[src/rtl/servant_uart_pkg.sv]
// Shared definitions for the servant UART transmitter: FSM encoding,
// register map and STATUS word layout.
package servant_uart_pkg;

  // Transmit FSM states; busy is any state other than ST_IDLE.
  typedef enum logic [1:0] {
    ST_IDLE  = 2'd0,
    ST_START = 2'd1,
    ST_DATA  = 2'd2,
    ST_STOP  = 2'd3
  } tx_state_t;

  // Register select on i_wb_adr.
  localparam logic ADDR_DATA = 1'b0;
  localparam logic ADDR_CTRL = 1'b1;

  // STATUS word bit positions.
  localparam int STAT_FULL    = 0;
  localparam int STAT_EMPTY   = 1;
  localparam int STAT_BUSY    = 2;
  localparam int STAT_OVF     = 3;
  localparam int STAT_IRQ_EN  = 4;
  localparam int STAT_CNT_LSB = 8;
  localparam int STAT_CNT_W   = 8;

  // Assemble the STATUS word; every bit not named above reads as zero.
  function automatic logic [31:0] pack_status(
    input logic                  full,
    input logic                  empty,
    input logic                  busy,
    input logic                  ovf,
    input logic                  irq_en,
    input logic [STAT_CNT_W-1:0] count
  );
    logic [31:0] v;
    v                                       = 32'd0;
    v[STAT_FULL]                            = full;
    v[STAT_EMPTY]                           = empty;
    v[STAT_BUSY]                            = busy;
    v[STAT_OVF]                             = ovf;
    v[STAT_IRQ_EN]                          = irq_en;
    v[STAT_CNT_LSB +: STAT_CNT_W]           = count;
    return v;
  endfunction

endpackage

[src/rtl/servant_uart_fifo.sv]
// Transmit FIFO with first-word-fall-through read data. A push is accepted
// only when the FIFO was not full before the edge, regardless of any pop.
module servant_uart_fifo
  import servant_uart_pkg::*;
#(
  parameter int DEPTH = 8,
  parameter int WIDTH = 8
) (
  input  logic                     i_clk,
  input  logic                     i_rst,
  input  logic                     i_push,
  input  logic                     i_pop,
  input  logic [WIDTH-1:0]         i_data,
  output logic [WIDTH-1:0]         o_data,
  output logic                     o_full,
  output logic                     o_empty,
  output logic [$clog2(DEPTH):0]   o_count
);

  localparam int AW = $clog2(DEPTH);

  if ((DEPTH < 2) || (DEPTH > 256) || ((DEPTH & (DEPTH - 1)) != 0)) begin : g_bad_depth
    $error("servant_uart_fifo: DEPTH must be a power of two in 2..256");
  end

  logic [WIDTH-1:0] r_mem [DEPTH];
  logic [AW-1:0]    r_wr_ptr;
  logic [AW-1:0]    r_rd_ptr;
  logic [AW:0]      r_count;
  logic             w_do_push;
  logic             w_do_pop;

  assign o_full    = (r_count == (AW+1)'(DEPTH));
  assign o_empty   = (r_count == {(AW+1){1'b0}});
  assign o_count   = r_count;
  assign o_data    = r_mem[r_rd_ptr];
  assign w_do_push = i_push & ~o_full;
  assign w_do_pop  = i_pop & ~o_empty;

  // Storage array; contents are don't-care until written, so it has no reset.
  always_ff @(posedge i_clk) begin
    if (w_do_push) begin
      r_mem[r_wr_ptr] <= i_data;
    end
  end

  // Pointers and occupancy; a simultaneous push and pop keeps the count.
  always_ff @(posedge i_clk or posedge i_rst) begin
    if (i_rst) begin
      r_wr_ptr <= {AW{1'b0}};
      r_rd_ptr <= {AW{1'b0}};
      r_count  <= {(AW+1){1'b0}};
    end else begin
      if (w_do_push) begin
        r_wr_ptr <= r_wr_ptr + AW'(1);
      end
      if (w_do_pop) begin
        r_rd_ptr <= r_rd_ptr + AW'(1);
      end
      case ({w_do_push, w_do_pop})
        2'b10:   r_count <= r_count + (AW+1)'(1);
        2'b01:   r_count <= r_count - (AW+1)'(1);
        default: r_count <= r_count;
      endcase
    end
  end

endmodule

[src/rtl/servant_uart.sv]
// Wishbone-attached UART transmitter: DATA register feeds a transmit FIFO,
// CTRL/STATUS gives interrupt enable and status. The serial output is
// registered from the current FSM state, so the line lags the state by
// one cycle while every bit still lasts exactly CLK_DIV cycles.
module servant_uart
  import servant_uart_pkg::*;
#(
  parameter int CLK_DIV    = 139,
  parameter int FIFO_DEPTH = 8,
  parameter int DATA_W     = 8,
  parameter int STOP_BITS  = 1
) (
  input  logic        i_clk,
  input  logic        i_rst,
  input  logic        i_wb_adr,
  input  logic [31:0] i_wb_dat,
  input  logic        i_wb_we,
  input  logic        i_wb_stb,
  output logic [31:0] o_wb_rdt,
  output logic        o_wb_ack,
  output logic        o_uart_tx,
  output logic        o_irq
);

  if ((CLK_DIV < 2) || (CLK_DIV > 65535)) begin : g_bad_clk_div
    $error("servant_uart: CLK_DIV must be in 2..65535");
  end
  if ((FIFO_DEPTH < 2) || (FIFO_DEPTH > 256) || ((FIFO_DEPTH & (FIFO_DEPTH - 1)) != 0)) begin : g_bad_depth
    $error("servant_uart: FIFO_DEPTH must be a power of two in 2..256");
  end
  if ((DATA_W < 5) || (DATA_W > 8)) begin : g_bad_data_w
    $error("servant_uart: DATA_W must be in 5..8");
  end
  if ((STOP_BITS != 1) && (STOP_BITS != 2)) begin : g_bad_stop
    $error("servant_uart: STOP_BITS must be 1 or 2");
  end

  localparam int                BAUD_W      = $clog2(CLK_DIV);
  localparam int                CNT_W       = $clog2(FIFO_DEPTH) + 1;
  localparam int                BIT_W       = $clog2(DATA_W);
  localparam logic [BAUD_W-1:0] BAUD_RELOAD = BAUD_W'(CLK_DIV - 1);
  localparam logic [BIT_W-1:0]  LAST_BIT    = BIT_W'(DATA_W - 1);
  localparam logic              STOP_LAST   = (STOP_BITS == 2) ? 1'b1 : 1'b0;

  // Bus side
  logic              r_ack;
  logic [31:0]       r_rdt;
  logic              r_irq_en;
  logic              r_ovf;
  logic              r_irq;
  logic              w_access;
  logic              w_wr_data;
  logic              w_wr_ctrl;
  logic              w_rd_stat;
  logic              w_ovf_event;
  logic [31:0]       w_status;
  logic              w_unused_dat;

  // FIFO side
  logic              w_full;
  logic              w_empty;
  logic [CNT_W-1:0]  w_count;
  logic [DATA_W-1:0] w_fifo_dout;
  logic              w_pop;

  // Transmitter
  tx_state_t         r_state;
  tx_state_t         w_state_nxt;
  logic [BAUD_W-1:0] r_baud;
  logic [BAUD_W-1:0] w_baud_nxt;
  logic [DATA_W-1:0] r_shift;
  logic [DATA_W-1:0] w_shift_nxt;
  logic [BIT_W-1:0]  r_bit;
  logic [BIT_W-1:0]  w_bit_nxt;
  logic              r_stop;
  logic              w_stop_nxt;
  logic              w_baud_done;
  logic              w_busy;
  logic              w_tx_bit;
  logic              r_tx;

  // One access per stb; it commits on the edge that raises ack.
  assign w_access     = i_wb_stb & ~r_ack;
  assign w_wr_data    = w_access &  i_wb_we & (i_wb_adr == ADDR_DATA);
  assign w_wr_ctrl    = w_access &  i_wb_we & (i_wb_adr == ADDR_CTRL);
  assign w_rd_stat    = w_access & ~i_wb_we & (i_wb_adr == ADDR_CTRL);
  assign w_ovf_event  = w_wr_data & w_full;
  assign w_busy       = (r_state != ST_IDLE);
  assign w_baud_done  = (r_baud == {BAUD_W{1'b0}});
  assign w_status     = pack_status(w_full, w_empty, w_busy, r_ovf, r_irq_en,
                                    STAT_CNT_W'(w_count));
  assign w_unused_dat = ^i_wb_dat[31:DATA_W];

  assign o_wb_ack  = r_ack;
  assign o_wb_rdt  = r_rdt;
  assign o_uart_tx = r_tx;
  assign o_irq     = r_irq;

  servant_uart_fifo #(
    .DEPTH (FIFO_DEPTH),
    .WIDTH (DATA_W)
  ) u_fifo (
    .i_clk   (i_clk),
    .i_rst   (i_rst),
    .i_push  (w_wr_data),
    .i_pop   (w_pop),
    .i_data  (i_wb_dat[DATA_W-1:0]),
    .o_data  (w_fifo_dout),
    .o_full  (w_full),
    .o_empty (w_empty),
    .o_count (w_count)
  );

  // Bus acknowledge, read data, control and sticky overflow registers.
  always_ff @(posedge i_clk or posedge i_rst) begin
    if (i_rst) begin
      r_ack    <= 1'b0;
      r_rdt    <= 32'd0;
      r_irq_en <= 1'b0;
      r_ovf    <= 1'b0;
    end else begin
      r_ack <= w_access;
      r_rdt <= w_rd_stat ? w_status : 32'd0;
      if (w_wr_ctrl) begin
        r_irq_en <= i_wb_dat[0];
      end
      // A dropped push in the same cycle as a STATUS read keeps the flag set.
      if (w_ovf_event) begin
        r_ovf <= 1'b1;
      end else if (w_rd_stat) begin
        r_ovf <= 1'b0;
      end
    end
  end

  // Transmit-complete interrupt, registered from the pre-edge state.
  always_ff @(posedge i_clk or posedge i_rst) begin
    if (i_rst) begin
      r_irq <= 1'b0;
    end else begin
      r_irq <= r_irq_en & w_empty & ~w_busy;
    end
  end

  // FSM state and transmit datapath registers.
  always_ff @(posedge i_clk or posedge i_rst) begin
    if (i_rst) begin
      r_state <= ST_IDLE;
      r_baud  <= {BAUD_W{1'b0}};
      r_shift <= {DATA_W{1'b0}};
      r_bit   <= {BIT_W{1'b0}};
      r_stop  <= 1'b0;
    end else begin
      r_state <= w_state_nxt;
      r_baud  <= w_baud_nxt;
      r_shift <= w_shift_nxt;
      r_bit   <= w_bit_nxt;
      r_stop  <= w_stop_nxt;
    end
  end

  // Next-state logic: each bit starts by reloading the baud counter, which
  // counts down to zero; leaving STOP pops straight into START when possible.
  always_comb begin
    w_state_nxt = r_state;
    w_baud_nxt  = r_baud;
    w_shift_nxt = r_shift;
    w_bit_nxt   = r_bit;
    w_stop_nxt  = r_stop;
    w_pop       = 1'b0;
    case (r_state)
      ST_IDLE: begin
        if (!w_empty) begin
          w_pop       = 1'b1;
          w_shift_nxt = w_fifo_dout;
          w_baud_nxt  = BAUD_RELOAD;
          w_state_nxt = ST_START;
        end else begin
          w_state_nxt = ST_IDLE;
        end
      end
      ST_START: begin
        if (w_baud_done) begin
          w_baud_nxt  = BAUD_RELOAD;
          w_bit_nxt   = {BIT_W{1'b0}};
          w_state_nxt = ST_DATA;
        end else begin
          w_baud_nxt  = r_baud - BAUD_W'(1);
        end
      end
      ST_DATA: begin
        if (w_baud_done) begin
          w_baud_nxt  = BAUD_RELOAD;
          w_shift_nxt = {1'b0, r_shift[DATA_W-1:1]};
          if (r_bit == LAST_BIT) begin
            w_stop_nxt  = 1'b0;
            w_state_nxt = ST_STOP;
          end else begin
            w_bit_nxt   = r_bit + BIT_W'(1);
          end
        end else begin
          w_baud_nxt  = r_baud - BAUD_W'(1);
        end
      end
      ST_STOP: begin
        if (w_baud_done) begin
          w_baud_nxt = BAUD_RELOAD;
          if (r_stop == STOP_LAST) begin
            if (!w_empty) begin
              w_pop       = 1'b1;
              w_shift_nxt = w_fifo_dout;
              w_state_nxt = ST_START;
            end else begin
              w_state_nxt = ST_IDLE;
            end
          end else begin
            w_stop_nxt = 1'b1;
          end
        end else begin
          w_baud_nxt = r_baud - BAUD_W'(1);
        end
      end
      default: begin
        w_state_nxt = ST_IDLE;
      end
    endcase
  end

  // Line level implied by the current state.
  always_comb begin
    w_tx_bit = 1'b1;
    case (r_state)
      ST_IDLE:  w_tx_bit = 1'b1;
      ST_START: w_tx_bit = 1'b0;
      ST_DATA:  w_tx_bit = r_shift[0];
      ST_STOP:  w_tx_bit = 1'b1;
      default:  w_tx_bit = 1'b1;
    endcase
  end

  // Registered serial output; reset forces the line to idle immediately.
  always_ff @(posedge i_clk or posedge i_rst) begin
    if (i_rst) begin
      r_tx <= 1'b1;
    end else begin
      r_tx <= w_tx_bit;
    end
  end

endmodule

[config.mk]
export PLATFORM = sky130hd
export DESIGN_NAME = servant_uart
export DESIGN_NICKNAME = d
export VERILOG_FILES = /design/src/rtl/servant_uart_pkg.sv /design/src/rtl/servant_uart_fifo.sv /design/src/rtl/servant_uart.sv
export SDC_FILE = /design/constraint.sdc
export NUM_CORES = 1
export LEC_CHECK = 0
export ABC_AREA = 1
export BUFFER_PORTS_ARGS = -buffer_cell sky130_fd_sc_hd__clkbuf_2
export CAP_MARGIN = 0
export CELL_PAD_IN_SITES_DETAIL_PLACEMENT = 1
export CELL_PAD_IN_SITES_GLOBAL_PLACEMENT = 2
export CORE_ASPECT_RATIO = 0.7
export CORE_MARGIN = 5
export CORE_UTILIZATION = 35
export DETAILED_ROUTE_END_ITERATION = 16
export PLACE_DENSITY = 0.77
export SLEW_MARGIN = 40
export SYNTH_ARGS = -nofsm -noshare
export SYNTH_HDL_FRONTEND = slang
export SYNTH_SLANG_ARGS = --single-unit
[constraint.sdc]
create_clock -name i_clk -period 2.7 [get_ports i_clk]
set_clock_uncertainty 0.2 [all_clocks]
set_input_delay 0 -clock i_clk [delete_from_list [all_inputs] [get_ports i_clk]]
set_output_delay 0 -clock i_clk [all_outputs]
set_load 0.05 [all_outputs]
After elaboration in Yosys (flattened, before gate mapping)
Memory sizes are Yosys's and may differ from the RTL's.
Index checks and enable logic that the tools add are counted.
{ "classes": {"n_addsub": 6, "n_eq_ne": 14, "muxes": 35, "bitwise": 17, "n_reduce_logical": 15} }
{ "op_table": {"columns": ["op", "n"], "rows": [
  ["8-bit 2-to-1 mux", 6],
  ["8-bit one-hot mux with 3 select lines", 1],
  ["8-bit one-hot mux with 2 select lines", 1],
  ["2-bit inequality test, second input constant", 7],
  ["1-bit 2-to-1 mux", 12],
  ["12-bit 2-to-1 mux", 1],
  ["4-bit AND reduction", 3],
  ["1-bit AND", 11],
  ["2-bit 2-to-1 mux", 5],
  ["2-bit nonzero test", 5],
  ["3-bit by 1-bit adder with 3-bit output, second input constant", 3],
  ["3-bit 2-to-1 mux", 3],
  ["8-bit logical NOT", 1],
  ["2-bit one-hot mux with 4 select lines", 1],
  ["4-bit one-hot mux with 2 select lines", 1],
  ["8-bit by 1-bit subtractor with 8-bit output, second input constant", 1],
  ["2-bit equality test, second input constant", 3],
  ["1-bit NOT", 6],
  ["3-bit one-hot mux with 2 select lines", 1],
  ["5-bit AND reduction", 1],
  ["4-bit by 1-bit adder with 4-bit output, second input constant", 1],
  ["2-bit by 1-bit equality test with 1-bit output, second input constant", 2],
  ["4-bit equality test, second input constant", 1],
  ["4-bit logical NOT", 1],
  ["other kinds (8)", 9]
]} }
{ "word_totals": {"ff_bits": 49, "mem_bits_rw": 64, "output_inout_bits": 35, "wordCells": 102, "mem_count": 1} }
{ "mem_list": {"columns": ["name", "depth", "width", "rd", "rd_clocked_by_memory_dff", "write_ports", "line", "source"], "rows": [
  ["u_fifo.r_mem", 8, 8, 1, 0, 1, "servant_uart_fifo.sv:26", "logic [WIDTH-1:0] r_mem [DEPTH];"]
]} }

Logic depth before layout (Yosys ltp)
Gate-level depths: netlist of the first run.
{ "logic_depth": {"depth_word": 8, "mapped_depth": 17, "depth_no_buf": 17} }

Hierarchy
From an unflattened synthesis of the first run, not the netlist that was laid out.
{ "unflattened": {"cells_unflattened": 597, "hier_area_um2": 5333.9} }
{ "modules_own_cells": {"columns": ["mod", "n_inst", "cells_each", "area_per_inst_um2", "seq_area_each_um2"], "rows": [
  ["servant_uart_fifo", 1, 358, 3403.3, 2172.1],
  ["servant_uart", 1, 239, 1930.6, 877.1]
]} }

Worst setup path after synthesis of the first run
Ideal clock, no wire load.
{ "synth_timing": {"path_kind": "reg-to-reg", "start": "register r_ack, in the netlist o_wb_ack", "end": "memory u_fifo.r_mem[6][0], enable pin", "setup_time_ns": 0.395, "t_arrival_ns": 2.006, "required_ns": 2.105, "slack_ns": 0.100, "path_stages_with_launch": 7, "n_path_buf": 1, "path_cell_list": "dfrtp_1 inv_1 nand2_1 nor3_1 nand2_1 buf_6 nor4_1"} }
{ "synth_between": {"elab_chain_len": 7} }
{ "synth_rtl": {"columns": ["element", "line", "source"], "rows": [
  ["start: declaration", "servant_uart.sv:46", "logic r_ack;"],
  ["start signal: assignment", "servant_uart.sv:122", "r_ack <= w_access;"],
  ["1-bit NOT", "servant_uart.sv:83", "assign w_access = i_wb_stb & ~r_ack;"],
  ["1-bit AND", "servant_uart.sv:83", null],
  ["1-bit AND (2 in a row)", "servant_uart.sv:84", "assign w_wr_data = w_access & i_wb_we & (i_wb_adr == ADDR_DATA);"],
  ["1-bit AND", "servant_uart_fifo.sv:37", "assign w_do_push = i_push & ~o_full;"],
  ["1-bit 2-to-1 mux", "servant_uart_fifo.sv:42", "if (w_do_push) begin"],
  ["1-bit 2-to-1 mux (not written as such)", "servant_uart_fifo.sv:43", "r_mem[r_wr_ptr] <= i_data;"],
  ["end: declaration", "servant_uart_fifo.sv:26", null]
]} }
No other way between the ends.

Worst setup path after layout of the first run
{ "layout_timing": {"start": "register r_baud[0]", "end": "register u_fifo.r_count[2], in the netlist u_fifo.o_count[2]"} }
{ "layout_between": {"elab_chain_len": 6, "word_cells_on_any_way": 8, "classes_between": "2 x eq/ne; 3 x mux; 1 x bitwise; 2 x reduce/logical"} }
{ "layout_rtl": {"columns": ["element", "line", "source"], "rows": [
  ["start: declaration", "servant_uart.sv:69", "logic [BAUD_W-1:0] r_baud;"],
  ["start signal: assignment", "servant_uart.sv:149", "r_baud <= {BAUD_W{1'b0}};"],
  ["start signal: assignment", "servant_uart.sv:155", "r_baud <= w_baud_nxt;"],
  ["8-bit logical NOT (*)", "servant_uart.sv:89", "assign w_baud_done = (r_baud == {BAUD_W{1'b0}});"],
  ["1-bit 2-to-1 mux (*)", "servant_uart.sv:206", "if (w_baud_done) begin"],
  ["1-bit one-hot mux with 2 select lines (*)", "servant_uart.sv:171", "case (r_state)"],
  ["1-bit AND (*)", "servant_uart_fifo.sv:38", "assign w_do_pop = i_pop & ~o_empty;"],
  ["named net u_fifo.w_do_pop", "servant_uart_fifo.sv:31", "logic w_do_pop;"],
  ["2-bit by 1-bit equality test with 1-bit output / 2-bit equality test (equally long branches)", "servant_uart_fifo.sv:60", "case ({w_do_push, w_do_pop})"],
  ["4-bit one-hot mux with 2 select lines / 2-bit nonzero test (equally long branches)", null, null],
  ["end signal: assignment", "servant_uart_fifo.sv:61", "2'b10: r_count <= r_count + (AW+1)'(1);"],
  ["end signal: assignment", "servant_uart_fifo.sv:62", "2'b01: r_count <= r_count - (AW+1)'(1);"],
  ["end signal: assignment", "servant_uart_fifo.sv:63", "default: r_count <= r_count;"],
  ["end: declaration", "servant_uart_fifo.sv:29", "logic [AW:0] r_count;"]
]} }
Mark *: on every way through the listed nets, which the timed path passes. The rest lies on a longest branch.
A chain may end at the register's enable or synchronous reset.

==> results.toml, run 1 <==
[power]
p_sw_uw = 1060
p_int_uw = 2640
combPwrFrac = 0.134
cellPowerDensity_nw_per_um2 = 637
finalPower_uw = 3700
netSwitchingFraction = 0.286
seqPwrFrac = 0.524
p_clk_frac = 0.341
p_leak_uw = 0.00258
max-vdd-ir-drop_mv = 0.370

[global_routing]
grt_usage = 0.142
grt_first_pass_wirelength_um = 18700
antenna_found_initial = 0
grt_pass1_vias = 3644
overflow = 0
grt_max_degree = 46

[clock_tree]
cts_buffers = 9
path_clk_slew_ns = 0.08
cts_buffer_depth = 2
insertion_delay_ns = 0.34
cts_tree = "done"
ctsRootBufferMaster = "clkbuf_16"
clock_sinks = 109
h-tree-depth = 3

[synthesis]
ys_async_sr_fraction = 0.413
ys_seq_area_frac = 0.607
synthCells = 508
synth_warnings = 0
synth_edf_count = 64
synth_flop_cell = "edfxtp_1"
ys_ff_latch = 109
avgSynthCellArea_sq_um = 9.90
synth_cell_types = 36
syn_area_sq_um = 5030

[critical_path]
crit_type = "flip-flop to flip-flop"
path_max_fanout = 5
rr_worst_depth = 16
crit_start = "r_baud[0]"
timing.rr.end = "u_fifo.o_count[2]"
cp_top_family = "simple AND/OR/NAND/NOR gates"
cp_common_cell = "nand2_1"
path_cells = "inv_1 > ha_2 > nand2_2 > nor2_4 > nand2_1 > nand2_1 > nand2_2 > inv_2 > ha_4 > nand2_1 > inv_1 > nor2_1 > ha_1 > a21oi_2 > xor2_1 > o21ai_0"
crit_slowest_cell = "dfrtp_1"
cp_num_buf_inv = 3
critPathRequiredTime_ns = 2.73
r2r-start = "r_baud[0]"
setup.worst_path.end_class = "flip-flop"
critPathMaxStageDelay_ns = 0.38
cp.arrival_ns = 2.55
r2r_setup_slack_ns = 0.17
startpoint_type = "flip-flop"

[final_layout]
regArea_sq_um = 3050
fin_nets = 610
multi_input_area_sq_um = 1670
layout-drive-gt1-share = 0.149
fillers = 1587
stdcell_count = 755
syn2layout_area_growth_pct = 15.5
antenna_cells = 0

[place]
numPortBuffers = 24
dp_slack_ns = 0.0235
gp_congestion = 0.751
place_inst = 722
hpwlAfterDp_um = 7520

[routing]
wire_per_inst_um = 15.0
totalWireLength_um = 11300
antenna_left = 0
firstDrtPassIters = 4
drc_errors = 0
drt_iter0_drc = 221
vias_per_cell = 4.61
num_vias = 3481

[die]
die_area_sq_um = 16900
fp.dieH_um = 110
die_x_um = 153
placementRows = 36
start_util = 0.359
pin_count = 72
core_area_sq_um = 14000

[min_path]
min_path_type = "input port to asynchronous set/reset pin"

[timing]
tightestPinTransition_ns = 0.623
period_share = 0.936
max_freq_ghz = 0.396
tns_ns = 0
setup_violations = 0
finalWorstSetupSlack_ns = 0.173
hold_viol = 0
timing.final.crit_period_ns = 2.53
maxSlewViolCount = 0
relSlewSlack = 0.584

[status]
status = "finished clean"

[run]
cap_violations = 0
==> cell type report <==
class	instances	share of cell area
Timing Repair Buffer	56	0.0681
Clock buffer	9	0.0388
Clock inverter	7	0.0103
Tap cell	190	0.0410
Multi-Input combinational cell	340	0.288
Sequential cell	109	0.525
Inverter	44	0.0289
==> how the worst max path moves through the flow <==
stage,depth (start not counted),slack (ns),to
5_1_grt,16,-0.009,u_fifo.o_count[2]
6_report,16,0.17,u_fifo.o_count[2]
4_1_cts,16,0.03,u_fifo.o_count[2]
3_3_place_gp,16,0.11,u_fifo.o_count[2]
2_1_floorplan,6,0.1,u_fifo.r_mem[6][0]
3_5_place_dp,16,0.02,u_fifo.o_count[2]
==> stage by stage <==
stage / cell area, sq um / utilization / hold WS (ns)
6_report: 5800 / 0.414 / 0.0695
2_1_floorplan: 5110 / - / -0.104
4_1_cts: 5760 / 0.411 / 0.0892
5_1_grt: 5800 / 0.414 / 0.131
3_3_place_gp: 5330 / 0.380 / 0.0581
3_5_place_dp: 5330 / 0.381 / -0.0943
==> power groups by stage <==
stage / sequential (uW) / combinational [uW] / clock [uW]
after floorplan: 1970 / 334 / 0
after global placement: 1970 / 453 / 0
after detailed placement: 1970 / 471 / 0
after CTS: 1940 / 498 / 1290
after global routing: 1950 / 547 / 1350
final: 1940 / 497 / 1260
==> state kept, by name, summed over array words and instances, names as in the netlist, 2 cells and up <==
name	cells
o_wb_rdt	9
r_baud	8
r_bit	3
r_shift	8
r_state	2
u_fifo.o_count	4
u_fifo.r_mem	64
u_fifo.r_rd_ptr	3
u_fifo.r_wr_ptr	3
==> synthesized netlist by cell type, types with 4 or more instances <==
cell	count	area, sq um
buf_4	24	180
xor2_1	4	35.0
o21ai_0	8	40.0
nand2_1	145	544
clkbuf_1	4	15.0
ha_1	13	163
nand3_1	63	315
buf_2	6	30.0
nor2_2	4	25.0
nor2_1	40	150
dfrtp_1	44	1100
a21oi_1	7	35.0
edfxtp_1	64	1920
inv_1	41	154
nor3_1	8	40.0
==> worst reg2reg max path: cells and delay by family (launching register included) <==
family                   cells  cell delay (ns)
AO/OA/AOI/OAI                2             0.22
XOR/XNOR                     1             0.17
adder cells (fa/ha/maj)      3             0.56
buffers and inverters        3             0.27
flip-flops                   1             0.38
AND/OR/NAND/NOR              7             0.62
==> timing repair <==
action / CTS / global route
pin swaps: 1 / 1
hold buffers: 14 / 0
buffers inserted: 0 / 3
gates cloned: 0 / 0
resized for setup: 0 / 6
endpoints found under the setup margin: 1 / 3
hold endpoints to repair: 122 / 0
==> placed cells by master (no fill, tap or decap), types with 2 or more instances in the layout <==
cell type,instances
nand2_2,3
ha_1,11
nor3_1,8
inv_1,40
nor2_2,4
clkbuf_16,9
inv_2,3
a21oi_2,2
buf_4,18
clkinv_4,3
nand3_2,3
nand2_1,144
edfxtp_1,64
conb_1,23
nor2_4,2
xnor2_1,2
nor2_1,40
nand3_1,63
dlygate4sd3_1,14
nand4_1,3
clkinvlp_4,3
a21oi_1,5
nor4_1,2
xor2_1,4
o21ai_1,2
dfrtp_1,44
o21ai_0,8
clkbuf_2,24
==> routing by layer <==
layer  vias up  part of all wire  track usage
met5         -                 0            0
met4         0             0.011       0.0394
met2        51              0.48        0.242
met3        11             0.030       0.0265
li1       1718                 -            -
met1      1701              0.48        0.187
==> kinds of logic (layout without fill, tap and decap cells) <==
kind of cell	Yosys count	count (layout)	share of synthesized area
fa+ha+maj	13	13	0.0324
other cells	1	23	0.000746
compound gates	22	22	0.0254
flops	109	109	0.607
simple gates	276	276	0.242
buf+inv	81	116	0.0829
xor+xnor	6	6	0.0105
Note: power is estimated with default switching activity, not from simulation.
==> inputs of run 2 (changes only) <==
CELL_PAD_IN_SITES_DETAIL_PLACEMENT = 0   (was 1)
CELL_PAD_IN_SITES_GLOBAL_PLACEMENT = 1   (was 2)
PLACE_DENSITY = unset   (was 0.77)
PLACE_DENSITY_LB_ADDON = 0.05   (was unset)
==> run 2 against run 1 <==
Against the previous run: global-route usage decreased by 0.13 points; cell area increased by 1.5%; fmax increased by 3.3%; clock-buffer cell count increased by 1; critical path depth unchanged; highest routed layer unchanged.
==> results.toml, run 2 (synthesized netlist as in run 1, its figures left out) <==
[status]
status = "finished clean"

[final_layout]
antenna_cells = 0
stdcell_count = 759
fillers = 1366
fin_nets = 614
top_register = "u_fifo.r_mem"
layout-drive-gt1-share = 0.158
mostFrequentLayoutCells = "nand2_1, edfxtp_1, nand3_1"
syn2layout_area_growth_pct = 17.2
mostFrequentLayoutCell = "nand2_1"
largest_reg_flops = 64

[min_path]
min_path_type = "input port to asynchronous set/reset pin"

[die]
core_area_sq_um = 14000
start_util = 0.359
placementRows = 36
pin_count = 72
die_area_sq_um = 16900
fp.dieH_um = 110
die_x_um = 153

[critical_path]
setup.worst_path.end_class = "flip-flop"
path_max_fanout = 5
timing.rr.end = "u_fifo.o_count[2]"
startpoint_type = "flip-flop"
r2r-start = "r_baud[1]"
rr_worst_depth = 16
crit_type = "flip-flop to flip-flop"
r2r_setup_slack_ns = 0.25
crit_start = "r_baud[1]"
cp.arrival_ns = 2.48
critPathRequiredTime_ns = 2.73

[routing]
top_layer = "met4"
antenna_left = 0
num_vias = 3394
met1_length_um = 5790
wl_met3_um = 524
firstDrtPassIters = 4
wire_per_inst_um = 14.6
vias_per_cell = 4.47
totalWireLength_um = 11100
drc_errors = 0
drt_iter0_drc = 214
wl_met2_um = 4630

[timing]
period_share = 0.906
worst_hold_slack_ns = 0.0505
finalWorstSetupSlack_ns = 0.254
hold_viol = 0
rsz0062_at_grt = "no"
timing.final.crit_period_ns = 2.45
tightestPinTransition_ns = 0.719
maxSlewViolCount = 0
max_freq_ghz = 0.409
tns_ns = 0
relSlewSlack = 0.520
setup_violations = 0

[place]
gp_congestion = 0.727
numPortBuffers = 24
dp_slack_ns = 0.0532
place_inst = 724
hpwlAfterDp_um = 7090

[power]
combPwrFrac = 0.127
p_sw_uw = 1020
p_leak_uw = 0.00262
p_int_uw = 2810
netSwitchingFraction = 0.265
p_clk_frac = 0.368
seqPwrFrac = 0.505
cellPowerDensity_nw_per_um2 = 650
max-vdd-ir-drop_mv = 0.326
finalPower_uw = 3830

[clock_tree]
cts_buffers = 9
ctsRootBufferMaster = "clkbuf_16"
cts_tree = "done"
h-tree-depth = 3
cts_buffer_depth = 2
clock_sinks = 109
path_clk_slew_ns = 0.07
insertion_delay_ns = 0.35

[global_routing]
grt_usage = 0.140
antenna_found_initial = 0
overflow = 0
grt_max_degree = 46
grt_pass1_vias = 3314
grt_first_pass_wirelength_um = 18000

[run]
cap_violations = 0
==> run 2: cell count changes in the layout (fill, tap and decap cells not counted), moves of 2 or more <==
cell / delta
nor4_2: +2
clkinvlp_4: -2
bufinv_16: +2
clkinv_4: -3
nor4_1: -2
buf_4: +4
==> run 2: cell type report <==
| type | count | area, sq um | area share |
|---|---|---|---|
| clock inverter | 6 | 85.1 | 0.0144 |
| multi-input combinational | 340 | 1700 | 0.288 |
| timing repair buffer | 60 | 425 | 0.0722 |
| tap | 190 | 238 | 0.0404 |
| inverter | 44 | 168 | 0.0285 |
| sequential | 109 | 3050 | 0.518 |
| clock buffer | 10 | 229 | 0.0389 |
==> run 2: metrics by stage <==
step / cell area [sq um] / util
after floorplan: 5110 / -
after global placement: 5360 / 0.382
after detailed placement: 5360 / 0.383
after CTS: 5810 / 0.415
after global routing: 5890 / 0.421
final: 5890 / 0.421
==> run 2: critical path, stage by stage, from the launching register on <==
cell and delay (ns):
dfrtp_1 0.39, inv_1 0.10, ha_4 0.15, nand2_2 0.08
nor2_4 0.14, nand2_1 0.09, nand2_1 0.07, nand2_2 0.09
inv_2 0.07, ha_2 0.20, nand2_1 0.07, inv_1 0.06
nor2_1 0.06, ha_1 0.18, a21oi_1 0.14, xor2_1 0.15
o21ai_0 0.08
==> run 2: how the worst max path moves through the flow <==
| stage | end | cells after the start |
|---|---|---|
| after floorplan | u_fifo.r_mem[6][0] | 6 |
| after global placement | u_fifo.o_count[2] | 16 |
| after detailed placement | u_fifo.o_count[2] | 16 |
| after CTS | u_fifo.o_count[2] | 16 |
| after global routing | u_fifo.o_count[2] | 16 |
| final | u_fifo.o_count[2] | 16 |
==> run 2: routing by layer <==
layer | track usage | up-vias
li1 | - | 1733
met1 | 0.201 | 1585
met2 | 0.210 | 68
met3 | 0.0355 | 8
met4 | 0.0420 | 0
met5 | 0.0149 | -
==> run 2: power by group through the flow <==
stage	Combinational [uW]	Sequential, uW	Clock (uW)
after CTS	489	1930	1460
after detailed placement	465	1970	0
after floorplan	334	1970	0
final	487	1930	1410
after global routing	550	1950	1510
after global placement	467	1970	0
==> run 2: what timing repair did <==
| item | in CTS | in global routing |
|---|---|---|
| hold endpoints to repair | 122 | 0 |
| setup buffers | 0 | 5 |
| hold buffers | 14 | 0 |
| resized for setup | 0 | 9 |
| endpoints found under the setup margin | 0 | 3 |
